<file path="src/rtl/scan_decoder.sv">
// N-to-2^N active-low decoder with 74x138-style enable, registered outputs and an auto-scan engine.
// Define SCAN_DECODER_BLANK_EN to insert an all-high blanking gap between channels.
module scan_decoder #(
  parameter int SEL_W      = 3,
  parameter int ACTIVE_CNT = 8,
  parameter int DWELL_CYC  = 50000,
  parameter int BLANK_CYC  = 100
) (
  input  logic                  sys_clk,
  input  logic                  sys_rst_n,
  input  logic [2:0]            en,
  input  logic                  mode,
  input  logic [SEL_W-1:0]      sel_in,
  output logic [2**SEL_W-1:0]   sel_out_n,
  output logic [SEL_W-1:0]      ch_idx,
  output logic                  ch_strobe,
  output logic                  frame_done,
  output logic [1:0]            dbg_state
);

  localparam int TMAX = (DWELL_CYC > BLANK_CYC) ? DWELL_CYC : BLANK_CYC;
  localparam int TW   = $clog2(TMAX + 1);
  localparam logic [TW-1:0]    DWELL_LAST = TW'(DWELL_CYC - 1);
  localparam logic [SEL_W-1:0] CH_LAST    = SEL_W'(ACTIVE_CNT - 1);
`ifdef SCAN_DECODER_BLANK_EN
  localparam logic [TW-1:0]    BLANK_LAST = TW'(BLANK_CYC - 1);
`endif

  typedef enum logic [1:0] {
    S_IDLE  = 2'd0,
    S_BLANK = 2'd1,
    S_DRIVE = 2'd2
  } state_t;

  state_t                r_state, w_state;
  logic [TW-1:0]         r_timer, w_timer;
  logic [SEL_W-1:0]      r_ch, w_ch;
  logic [SEL_W-1:0]      r_sel;
  logic                  r_mode, w_mode;
  logic [2**SEL_W-1:0]   r_out_n, w_out_n;
  logic                  r_strobe, r_frame;
  logic                  w_enabled, w_enter, w_frame;

  always_comb begin
    w_state   = r_state;
    w_timer   = r_timer;
    w_ch      = r_ch;
    w_mode    = r_mode;
    w_enter   = 1'b0;
    w_enabled = (en == 3'b100);
    // A mode flip while running restarts exactly like a disable followed by re-enable.
    if (!w_enabled || (r_state != S_IDLE && mode != r_mode)) begin
      w_state = S_IDLE;
      w_timer = '0;
      w_ch    = '0;
    end else begin
      case (r_state)
        S_IDLE: begin
          w_mode  = mode;
          w_ch    = mode ? '0 : sel_in;
          w_timer = '0;
`ifdef SCAN_DECODER_BLANK_EN
          w_state = S_BLANK;
`else
          w_state = S_DRIVE;
          w_enter = 1'b1;
`endif
        end
`ifdef SCAN_DECODER_BLANK_EN
        S_BLANK: begin
          if (r_timer == BLANK_LAST) begin
            w_state = S_DRIVE;
            w_timer = '0;
            w_enter = 1'b1;
          end else begin
            w_timer = r_timer + 1'b1;
          end
        end
`endif
        S_DRIVE: begin
          if (r_mode) begin
            if (r_timer == DWELL_LAST) begin
              w_timer = '0;
              w_ch    = (r_ch == CH_LAST) ? '0 : r_ch + 1'b1;
`ifdef SCAN_DECODER_BLANK_EN
              w_state = S_BLANK;
`else
              w_enter = 1'b1;
`endif
            end else begin
              w_timer = r_timer + 1'b1;
            end
          end else if (r_sel != r_ch) begin
            w_ch = r_sel;
`ifdef SCAN_DECODER_BLANK_EN
            w_state = S_BLANK;
`else
            w_enter = 1'b1;
`endif
          end
        end
        default: begin
          w_state = S_IDLE;
          w_timer = '0;
          w_ch    = '0;
        end
      endcase
    end

    // Outputs are computed from next-state values so the flops present them in the same cycle.
    w_out_n = '1;
    if (w_state == S_DRIVE) w_out_n[w_ch] = 1'b0;
    w_frame = w_mode && (w_state == S_DRIVE) && (w_ch == CH_LAST) && (w_timer == DWELL_LAST);
  end

  always_ff @(posedge sys_clk or negedge sys_rst_n) begin
    if (!sys_rst_n) begin
      r_state  <= S_IDLE;
      r_timer  <= '0;
      r_ch     <= '0;
      r_sel    <= '0;
      r_mode   <= 1'b0;
      r_out_n  <= '1;
      r_strobe <= 1'b0;
      r_frame  <= 1'b0;
    end else begin
      r_state  <= w_state;
      r_timer  <= w_timer;
      r_ch     <= w_ch;
      r_sel    <= sel_in;
      r_mode   <= w_mode;
      r_out_n  <= w_out_n;
      r_strobe <= w_enter;
      r_frame  <= w_frame;
    end
  end

  assign sel_out_n  = r_out_n;
  assign ch_idx     = r_ch;
  assign ch_strobe  = r_strobe;
  assign frame_done = r_frame;
  assign dbg_state  = r_state;

endmodule

</file>
<file path="config.mk">
export PLATFORM = sky130hd
export DESIGN_NAME = scan_decoder
export DESIGN_NICKNAME = d
export VERILOG_FILES = /design/src/rtl/scan_decoder.sv
export SDC_FILE = /design/constraint.sdc
export NUM_CORES = 1
export LEC_CHECK = 0
export CORE_ASPECT_RATIO = 0.6
export CORE_UTILIZATION = 35
export CTS_BUF_LIST = sky130_fd_sc_hd__clkbuf_16
export CTS_CLUSTER_DIAMETER = 50
export DETAILED_ROUTE_END_ITERATION = 12
export PLACE_DENSITY = 0.64
export SLEW_MARGIN = 10
export SYNTH_ARGS = -nofsm -noshare
export SYNTH_HDL_FRONTEND = slang
export SYNTH_SLANG_ARGS = --single-unit
</file>
<file path="constraint.sdc">
create_clock -name sys_clk -period 4.9 [get_ports sys_clk]
set_input_delay 1.225 -clock sys_clk [delete_from_list [all_inputs] [get_ports sys_clk]]
set_output_delay 1.225 -clock sys_clk [all_outputs]
set_load 0.1 [all_outputs]
</file>
== Word level (Yosys, flattened, before mapping) ==
Index checks and enable logic that the tools add are counted.

* Add/subtract/negate cells: 2
* Order comparisons: 2
* Eq/ne operators: 9
* Multiplexer cells: 23
* Bitwise operators: 1
* Reduce and logical (&&, ||, !) cells: 9

{| class="wikitable"
|+ Operators by type and width
! operator !! number
|-
| two-way mux 16 bit || 4
|-
| equality test 16 bit (second input constant) || 2
|-
| two-way mux 3 bit || 6
|-
| adder 16 x 1 -> 16 bit (second input constant) || 1
|-
| equality test 3 bit (second input constant) || 3
|-
| two-way mux 8 bit || 1
|-
| NOT 8 bit || 1
|-
| two-way mux 1 bit || 7
|-
| case mux 3 bit (2 select lines) || 1
|-
| logical AND 1 bit || 5
|-
| equality test 2 bit (second input constant) || 2
|-
| less-than comparator 3 x 4 -> 1 bit (second input constant) || 1
|-
| case mux 2 bit (2 select lines) || 1
|-
| adder 3 x 1 -> 3 bit (second input constant) || 1
|-
| demux 1 bit (select 3 bit) || 1
|-
| >= comparator 3 x 1 -> 1 bit (second input constant) || 1
|-
| != test 3 bit || 1
|-
| logical NOT 2 bit || 1
|-
| two-way mux 2 bit || 1
|-
| case mux 1 bit (2 select lines) || 1
|-
| nonzero test 2 bit || 1
|-
| logical NOT 1 bit || 1
|-
| logical OR 1 bit || 1
|-
| != test 1 bit || 1
|}

* Register bits: 35
* Input port bits: 9
* Output and inout port bits: 15

== Longest topological paths before layout ==
Gate-level depths: netlist of run 1.

* Depth in word-level cells: 12
* Depth in mapped cells: 8
* Gate-level depth less buffers: 7

== Least setup slack after synthesis of run 1 ==
No wires, ideal clock.

* Kind: input-to-reg
* From: in en[1]
* To: reg r_frame (netlist: frame_done)
* Library setup time: 68 ps
* Arrival time: 2,706 ps
* Required time: 4,832 ps
* Path slack: 2,126 ps
* Stages on the path: 7
* Path through: nor3b_1 > nand4b_1 > a21o_1 > buf_2 > a21oi_1 > nor4b_1 > and4b_1

* Elaborated cells on any way between the ends: 13

{| class="wikitable"
|+ RTL lines
! what !! RTL line !! text
|-
| start: declaration || 11 || <nowiki>input logic [2:0] en,</nowiki>
|-
| equality test 3 bit || 50 || <nowiki>w_enabled = (en == 3'b100);</nowiki>
|-
| logical NOT 1 bit || 52 || <nowiki>if (!w_enabled || (r_state != S_IDLE && mode != r_mode)) begin</nowiki>
|-
| logical OR 1 bit || 52 ||
|-
| two-way mux 16 bit || 52 ||
|-
| named net w_timer[14] || 36 || <nowiki>logic [TW-1:0] r_timer, w_timer;</nowiki>
|-
| equality test 16 bit || 113 || <nowiki>w_frame = w_mode && (w_state == S_DRIVE) && (w_ch == CH_LAST) && (w_timer == DWELL_LAST);</nowiki>
|-
| logical AND 1 bit || 113 ||
|-
| named net w_frame || 42 || <nowiki>logic w_enabled, w_enter, w_frame;</nowiki>
|-
| end signal: assignment || 134 || <nowiki>r_frame <= w_frame;</nowiki>
|-
| end: declaration || 41 || <nowiki>logic r_strobe, r_frame;</nowiki>
|}

The timed path passes the listed nets, and every way through them passes these cells.

== Final worst setup path of run 1 ==
* From: in en[2]
* To: reg r_frame (netlist: frame_done)

The elaborated chain is that of the path after synthesis.

==> metrics.csv, run 1 <==
stage,metric,value,unit
status,status,finished clean,
setup_path,critical-path maximum fanout,11,
clocking,Resize count post-CTS,0,
detailed_routing,routed metal-1 wirelength,2341,µm
die,Die Ht,58.93,µm
detailed_routing,metal3 WL,425,µm
finish,Finished Cell Area,0.002364,mm²
placed_design,DP Wirelength,3234,µm
logic_synthesis,register area share after synthesis,46.86,%
clocking,CTS H-tree depth,2,
detailed_routing,final WL,4371,µm
die,Core Area,0.005130,mm²
grt,largest net degree at the start of global routing,36,
placed_design,placed cells,275,
timing,relative slew slack,34.76,%
logic_synthesis,"FFs w/ async S/R, synth",100.0,%
finish,Final nets,228,
timing,minimum clock period,3.328,ns
timing,Max Freq,0.3005,GHz
grt,total global-route track usage,17.07,%
clocking,CTS root buf,clkbuf_16,
clocking,CTS tree,built,
die,Die Area,0.005709,mm²
timing,Setup WS post-layout,1.572,ns
detailed_routing,top layer in use,met4,
timing,"Hold Violations, Final",0,
detailed_routing,vias post-DR,1523,
placed_design,Post-Place Cell Area,0.002171,mm²
detailed_routing,WL met2,1570,µm
logic_synthesis,Post-synth EDFFs,0,
setup_path,critical path cell sequence,"clkdlybuf4s50_1, nor3b_1, nand4b_1, a21o_1, o21ba_2, nor4b_1, and4b_1",
clocking,Max clock buf depth,2,
logic_synthesis,Avg Synthesized Cell Area,9.745,µm²
detailed_routing,router iterations before antenna repair,4,
setup_path,CP top delay family,simple AND/OR/NAND/NOR gates,
finish,Area Growth Syn to Fin,25.02,%
clocking,Clock Latency Late Sink,0.28,ns
clocking,Worst-path clk slew,0.06,ns
clocking,Num CTS Buffers,5,
power,LEAKAGE,0.9035,nW
setup_path,"Max stage delay cell, worst path",clkdlybuf4s50_1,
finish,post-route insts no fill,283,
setup_path,Worst EP required,5.12,ns
power,VDD IR-drop max,0.1684,mV
finish,fraction of layout cells with a size suffix above 1,11.52,%
placed_design,Routability Congestion,0.8330,
grt,first-pass GRT wire length,7224,µm
die,Initial Util,36.85,%
timing,setup TNS,0,ns
grt,initial antenna violation count,1,
finish,final core utilization,46.07,%
die,num ports,24,
detailed_routing,DRT antenna net count,0,
detailed_routing,residual DRC count,0,
setup_path,CP Capture Type,register,
setup_path,Buffers & Inverters on Critical Path,1,
placed_design,"worst slack, placed",1.310,ns
logic_synthesis,yosys warns,0,
logic_synthesis,synth unique cells,52,
timing,Max Slew Vio Count,0,
setup_path,crit path DAT,3.55,ns
job,max_cap viols,0,
die,Die Wd,96.88,µm
logic_synthesis,Synth Instances,194,
hold_path,HP Class,reg2reg,
detailed_routing,WL/cell,15.45,µm
detailed_routing,via/cell ratio,5.382,
power,PwrDens,327.2,mW/mm²
timing,Slew @ Worst Pin,0.9755,ns
finish,ant diodes,0,
logic_synthesis,Syn Nets,206,
grt,vias in the first global route,1416,
detailed_routing,1st-iter DRT viols,99,
timing,Min Hold Slack,0.6275,ns
placed_design,# port buffers,23,
logic_synthesis,"FF+latch count, synth",35,
timing,"Setup violations, final",0,
setup_path,Slowest Stage Delay on Critical Path,0.44,ns
power,Power Total,0.7733,mW
grt,GRT overflow,0,
timing,clock skew,0.006876,ns
timing,RSZ-0062 raised after global routing,no,
die,Rows,20,
clocking,hold buffer count at cts,0,
logic_synthesis,Main synth FF type,dfrtp_1,
setup_path,kind of critical path,in2reg,
timing,Tcrit/Tclk final,67.91,%
clocking,Post CTS Setup Buffer Count,0,
clocking,clk sinks,35,
setup_path,Worst setup SP type,primary input,
logic_synthesis,Synth Cell Area,0.001891,mm²
-- worst min-delay path, stage by stage (launching register included) --
cell and delay [ns]:
dfrtp_1 0.38, or3_1 0.12, a21oi_1 0.07
-- synth_stat cells (all sizes together), types with 3 or more instances --
cell type | instances | area [µm²]
clkbuf | 5 | 20.01
nand2b | 3 | 18.77
a21oi | 11 | 66.32
ha | 3 | 37.54
xor2 | 7 | 61.31
o21ai | 9 | 45.04
nand3 | 8 | 45.04
dfstp | 8 | 210.2
and3 | 3 | 18.77
inv | 3 | 11.26
xnor2 | 7 | 61.31
a21o | 3 | 22.52
nor2 | 25 | 93.84
nor2b | 3 | 18.77
nor3 | 4 | 20.02
nand2 | 14 | 52.55
buf | 4 | 20.02
nand4b | 3 | 26.28
nand4 | 6 | 37.54
dfrtp | 27 | 675.7
-- placed cells by master (no fill, tap or decap), types with 3 or more instances in the layout --
master	instances
clkdlybuf4s50_1	23
xor2_1	7
nor3_1	4
xnor2_1	7
nand4_1	6
clkbuf_16	5
o21ai_0	7
nand2_1	14
nand3_1	7
ha_1	3
a21o_1	3
nor2b_1	3
nand4b_1	3
a21oi_1	10
nand2b_1	3
nor2_1	25
dfrtp_1	27
inv_1	3
and3_1	3
dfstp_2	8
-- power breakdown --
part / switching, mW / total, mW / internal (mW)
Sequential: 0.0105 / 0.305 / 0.294
Clock: 0.117 / 0.408 / 0.291
Combinational: 0.0384 / 0.0603 / 0.0219
-- path summary, 6_finish.rpt --
kind,slack [ns],from,endpoint,depth (start not counted)
max,1.57,en[2],frame_done,7
max reg2reg,2.21,r_timer[12],sel_out_n[4],6
min in group asynchronous,1.36,sys_rst_n,r_timer[13],2
max in group asynchronous,3.20,sys_rst_n,sel_out_n[5],2
min,0.63,r_timer[14],r_timer[14],2
min reg2reg,0.63,r_timer[14],r_timer[14],2
-- metal layers --
metal / vias up / track usage [%]
li1: 745 / -
met1: 716 / 25.62
met2: 60 / 20.72
met3: 2 / 7.007
met4: 0 / 7.463
met5: - / 0
-- cells by family (layout without fill, tap and decap cells) --
| kind of cell | Yosys count | in the layout | synth area share, % |
|---|---|---|---|
| AO/OA/AOI/OAI | 38 | 38 | 13.50 |
| AND/OR/NAND/NOR | 86 | 86 | 25.81 |
| other | 1 | 1 | 0.1984 |
| adder cells (fa/ha/maj) | 3 | 3 | 1.986 |
| buffers and inverters | 13 | 36 | 2.911 |
| flip-flops | 35 | 35 | 46.86 |
| multiplexers | 4 | 4 | 2.250 |
| XOR/XNOR | 14 | 14 | 6.486 |
-- layout make-up --
cell class | count | area [µm²]
multi-input cells | 146 | 949.7
inverters | 4 | 15.01
flip-flops and latches | 35 | 885.9
well taps | 66 | 82.58
clock buffers | 5 | 125.1
repair buffers | 24 | 237.7
clock inverters | 3 | 67.56
fillers | 472 | 2766
-- registers in the layout, summed over array words and instances (netlist names) --
register,cells
ch_idx,3
frame_done,1
dbg_state,2
r_sel,3
ch_strobe,1
r_timer,16
sel_out_n,8
r_mode,1
Note: power is estimated with default switching activity, not from simulation.
==> inputs of run 2 (changes only) <==
--- a/config.mk
+++ b/config.mk
@@ -10,7 +10,7 @@
 export CTS_BUF_LIST = sky130_fd_sc_hd__clkbuf_16
 export CTS_CLUSTER_DIAMETER = 50
 export DETAILED_ROUTE_END_ITERATION = 12
-export PLACE_DENSITY = 0.64
+export PLACE_DENSITY = 0.66
 export SLEW_MARGIN = 10
 export SYNTH_ARGS = -nofsm -noshare
 export SYNTH_HDL_FRONTEND = slang
==> constraint.sdc (replaced) <==
create_clock -name sys_clk -period 2.8 [get_ports sys_clk]
set_input_delay 0.7 -clock sys_clk [delete_from_list [all_inputs] [get_ports sys_clk]]
set_output_delay 0.7 -clock sys_clk [all_outputs]
set_load 0.1 [all_outputs]
==> metrics.csv, run 2 (synthesis results as in run 1) <==
stage,metric,value,unit
clocking,Clock Latency Late Sink,0.27,ns
die,Rows,20,
power,internal power,0.8797,mW
die,Die Ht,58.93,µm
setup_path,Worst EP required,3.01,ns
setup_path,reg2reg start,r_timer[0],
grt,GRT overflow,0,
power,LEAKAGE,0.9432,nW
finish,max reg flops,16,
finish,ant diodes,0,
clocking,Num CTS Buffers,5,
placed_design,# port buffers,23,
timing,"Hold Violations, Final",0,
job,max_cap viols,0,
finish,Final nets,238,
clocking,Post CTS Setup Buffer Count,0,
timing,minimum clock period,2.604,ns
setup_path,CP Capture Type,register,
setup_path,crit path DAT,2.81,ns
setup_path,"Max stage delay cell, worst path",or4_1,
setup_path,end point of the critical path,frame_done,
detailed_routing,via/cell ratio,5.451,
clocking,clk sinks,35,
timing,setup TNS,0,ns
clocking,hold buffer count at cts,0,
power,combinational group share of total power,11.1,%
detailed_routing,residual DRC count,0,
grt,vias in the first global route,1402,
finish,Filler cells,477,
die,Initial Util,36.85,%
detailed_routing,WL/cell,16.12,µm
die,Core Area,0.005130,mm²
timing,Setup WS post-layout,0.1955,ns
timing,RSZ-0062 raised after global routing,no,
finish,post-route insts no fill,293,
detailed_routing,1st-iter DRT viols,136,
setup_path,Crit. Startpoint,r_timer[0],
setup_path,Worst setup SP type,register,
hold_path,hold path start,r_timer[13],
clocking,CTS tree,built,
timing,Max Freq,0.3840,GHz
timing,Min Hold Slack,0.5980,ns
setup_path,critical-path maximum fanout,8,
setup_path,RR Endpoint,frame_done,
finish,fraction of layout cells with a size suffix above 1,20.70,%
placed_design,DP Wirelength,3537,µm
grt,largest net degree at the start of global routing,36,
finish,Area Growth Syn to Fin,24.02,%
grt,total global-route track usage,18.08,%
grt,first-pass GRT wire length,7707,µm
clocking,Resize count post-CTS,0,
timing,clock skew,0.004833,ns
setup_path,Slowest Stage Delay on Critical Path,0.55,ns
hold_path,HP Class,reg2reg,
power,Psw,0.2833,mW
placed_design,placed cells,285,
detailed_routing,final WL,4723,µm
setup_path,critical path cell sequence,"ha_1, nand3_1, or4_1, mux2_1, o32a_1, nor4b_1, and4b_1",
power,Clock power frac,44.0,%
setup_path,R2R depth,7,
detailed_routing,vias post-DR,1597,
detailed_routing,router iterations before antenna repair,4,
placed_design,Routability Congestion,0.8611,
placed_design,"worst slack, placed",0.1359,ns
die,num ports,24,
setup_path,R2R setup slack,0.20,ns
clocking,Worst-path clk slew,0.05,ns
timing,Max Slew Vio Count,0,
power,Power Total,1.163,mW
clocking,Max clock buf depth,2,
power,Sequential Power Share,44.9,%
finish,register bank with the most flops,r_timer,
power,VDD IR-drop max,0.2156,mV
power,switch share,24.36,%
timing,"Setup violations, final",0,
detailed_routing,DRT antenna net count,0,
timing,Tcrit/Tclk final,93.02,%
power,PwrDens,496.0,mW/mm²
finish,"commonest non-fill, non-tap cells in the layout","dfrtp_1 (27), buf_4 (26), nor2_1 (25)",
grt,initial antenna violation count,0,
status,status,finished clean,
finish,"commonest non-fill, non-tap cell in the layout",dfrtp_1,
clocking,CTS root buf,clkbuf_16,
clocking,CTS H-tree depth,2,
die,Die Area,0.005709,mm²
die,Die Wd,96.88,µm
setup_path,kind of critical path,reg2reg,
-- run 2: cell count changes in the layout (fill, tap and decap cells not counted), sizes merged --
cell	change
buf	+25
clkdlybuf4s50	-15
bufinv	-2
clkinv	+2
clkinvlp	-1
inv	+1
-- run 2: final cells by class --
| type | count | area, µm² | area share (%) |
|---|---|---|---|
| Clock buffer | 5 | 125.1 | 5.336 |
| Clock inverter | 3 | 11.26 | 0.4803 |
| Inverter | 4 | 15.01 | 0.6403 |
| Multi-Input combinational cell | 146 | 949.7 | 40.50 |
| Sequential cell | 35 | 885.9 | 37.78 |
| Tap cell | 66 | 82.58 | 3.522 |
| Timing Repair Buffer | 34 | 275.3 | 11.74 |
-- run 2: per-layer routing --
layer  share of wire [%]  wire length (µm)  GRT usage (%)  up-vias
li1                    -                 -              -      762
met1                  55              2594          30.80      763
met2                  36              1681          21.73       68
met3                 8.7               409          3.444        4
met4                0.80                38          5.117        0
met5                   0                 0              0        -
-- run 2: critical path, delay by kind of cell, from the launching register on --
family	cells	cell delay [ns]
muxes	1	0.35
and+or+nand+nor	4	1.27
DFF	1	0.45
adders and majority gates	1	0.28
AOI/OAI and AO/OA	1	0.20
-- run 2: power groups by stage --
| stage | clock [mW] | sequential, mW | combinational [mW] |
|---|---|---|---|
| after detailed placement | 0 | 0.530 | 0.126 |
| after floorplan | 0 | 0.546 | 0.0598 |
| after CTS | 0.525 | 0.521 | 0.128 |
| final | 0.512 | 0.522 | 0.129 |
| after global placement | 0 | 0.530 | 0.126 |
| after global routing | 0.551 | 0.522 | 0.141 |
-- run 2: per-stage QoR --
stage / utilization (%) / area (µm²)
2_1_floorplan: - / 1891
3_3_place_gp: 43.05 / 2208
3_5_place_dp: 43.05 / 2208
4_1_cts: 45.71 / 2345
5_1_grt: 45.71 / 2345
6_report: 45.71 / 2345
-- run 2: worst min-delay path by stage --
stage / to / depth (start not counted)
floorplan: ch_idx[0] / 0
global placement: r_timer[13] / 2
detailed placement: r_timer[13] / 2
CTS: r_timer[13] / 2
global route: r_timer[14] / 2
finish: r_timer[13] / 2
==> inputs of run 3 (changes only) <==
--- a/config.mk
+++ b/config.mk
@@ -6,11 +6,10 @@
 export NUM_CORES = 1
 export LEC_CHECK = 0
 export CORE_ASPECT_RATIO = 0.6
-export CORE_UTILIZATION = 35
-export CTS_BUF_LIST = sky130_fd_sc_hd__clkbuf_16
+export CORE_UTILIZATION = 49
 export CTS_CLUSTER_DIAMETER = 50
 export DETAILED_ROUTE_END_ITERATION = 12
-export PLACE_DENSITY = 0.66
+export PLACE_DENSITY = 0.84
 export SLEW_MARGIN = 10
 export SYNTH_ARGS = -nofsm -noshare
 export SYNTH_HDL_FRONTEND = slang
==> metrics.csv, run 3 (synthesis results as in run 1) <==
stage,metric,value,unit
die,Core Area,0.003680,mm²
detailed_routing,residual DRC count,0,
job,max_cap viols,0,
power,internal power,0.7299,mW
grt,vias in the first global route,1492,
power,Power Total,1.014,mW
finish,Final nets,235,
power,PwrDens,450.5,mW/mm²
setup_path,R2R setup slack,0.25,ns
finish,max reg flops,16,
finish,ant diodes,0,
grt,GRT overflow,0,
setup_path,kind of critical path,reg2reg,
placed_design,Routability Congestion,0.8857,
grt,initial antenna violation count,0,
timing,RSZ-0062 raised after global routing,no,
clocking,Post CTS Setup Buffer Count,0,
finish,Area Growth Syn to Fin,19.06,%
detailed_routing,router iterations before antenna repair,4,
setup_path,CP Capture Type,register,
status,status,finished clean,
placed_design,DP Wirelength,3215,µm
clocking,CTS H-tree depth,2,
clocking,Num CTS Buffers,5,
timing,Max Freq,0.3927,GHz
setup_path,crit path DAT,2.76,ns
timing,"Hold Violations, Final",0,
clocking,Clock Latency Late Sink,0.29,ns
die,num ports,24,
grt,largest net degree at the start of global routing,36,
power,switch share,28.01,%
placed_design,"worst slack, placed",0.2087,ns
clocking,clk sinks,35,
placed_design,# port buffers,23,
power,VDD IR-drop max,0.3511,mV
detailed_routing,vias post-DR,1571,
die,Die Ht,50.12,µm
finish,register bank with the most flops,r_timer,
timing,Max Slew Vio Count,0,
clocking,Max clock buf depth,2,
clocking,CTS root buf,clkbuf_8,
power,Psw,0.2840,mW
finish,fraction of layout cells with a size suffix above 1,20.98,%
die,Die Area,0.004119,mm²
grt,first-pass GRT wire length,7307,µm
setup_path,Worst EP required,3.01,ns
power,LEAKAGE,0.8982,nW
timing,Setup WS post-layout,0.2537,ns
detailed_routing,DRT antenna net count,0,
timing,Tcrit/Tclk final,90.94,%
hold_path,HP Class,reg2reg,
power,combinational group share of total power,12.1,%
detailed_routing,1st-iter DRT viols,120,
timing,"Setup violations, final",0,
die,Initial Util,51.38,%
clocking,Resize count post-CTS,0,
clocking,Worst-path clk slew,0.08,ns
setup_path,Worst setup SP type,register,
grt,total global-route track usage,24.87,%
die,Die Wd,82.19,µm
finish,"commonest non-fill, non-tap cells in the layout","dfrtp_1 (27), nor2_1 (25), buf_4 (23)",
setup_path,critical-path maximum fanout,6,
detailed_routing,final WL,4307,µm
clocking,hold buffer count at cts,0,
clocking,CTS tree,built,
power,Clock power frac,36.5,%
timing,clock skew,0.007595,ns
timing,setup TNS,0,ns
power,Sequential Power Share,51.4,%
detailed_routing,WL/cell,15.89,µm
finish,"commonest non-fill, non-tap cell in the layout",dfrtp_1,
die,Rows,17,
timing,minimum clock period,2.546,ns
detailed_routing,via/cell ratio,5.797,
## run 3: cell count changes in the layout (fill, tap and decap cells not counted)
cell / previous run / this run
clkinvlp_4: 0 / 2
buf_4: 26 / 23
clkinv_1: 3 / 1
clkinv_2: 0 / 1
inv_1: 4 / 3
clkbuf_8: 0 / 5
clkbuf_16: 5 / 0
## run 3: per-stage QoR
| stage | hold slack (ns) | area [µm²] | utilization (%) | cells |
|---|---|---|---|---|
| 6_report | 0.6042 | 2251 | 61.17 | 271 |
| 4_1_cts | 0.5957 | 2251 | 61.17 | 271 |
| 3_5_place_dp | 0.5838 | 2162 | 58.76 | 263 |
| 5_1_grt | 0.6248 | 2251 | 61.17 | 271 |
| 2_1_floorplan | 0.4044 | 1891 | - | 194 |
| 3_3_place_gp | 0.5916 | 2162 | 58.76 | 263 |
## run 3: area by class of cell
cell class              count  area (µm²)
inverters                   4       15.01
well taps                  47       58.81
multi-input cells         146       949.7
clock buffers               5       68.82
fillers                   316        1429
clock inverters             3       20.02
repair buffers             31       252.7
flip-flops and latches     35       885.9
## run 3: worst paths after layout
kind	cells after the start	start	endpoint
worst max-delay path	6	r_timer[12]	sel_out_n[4]
worst min-delay path	2	r_timer[14]	r_timer[14]
worst max register to register	6	r_timer[12]	sel_out_n[4]
worst min register to register	2	r_timer[14]	r_timer[14]
max in group asynchronous	2	sys_rst_n	sel_out_n[6]
min in group asynchronous	2	sys_rst_n	r_timer[5]
## run 3: power by group through the flow
stage	logic, mW	clock network [mW]	registers [mW]
after global placement	0.121	0	0.530
after global routing	0.132	0.399	0.523
after detailed placement	0.122	0	0.531
after floorplan	0.0598	0	0.546
after CTS	0.122	0.377	0.521
final	0.122	0.370	0.521
## run 3: per-layer routing
| layer | routed length, µm | global-route usage [%] |
|---|---|---|
| met1 | 2184 | 38.01 |
| met2 | 1654 | 30.85 |
| met3 | 384 | 8.704 |
| met4 | 82 | 9.942 |
| met5 | 0 | 0 |
## run 3: worst max-delay path: stages (launching register included)
cell and delay, ns:
dfrtp_1 0.45, or4b_4 0.57, nor4_4 0.41, mux2i_1 0.42, a211o_1 0.23, nor3b_1 0.27, nand2_1 0.10
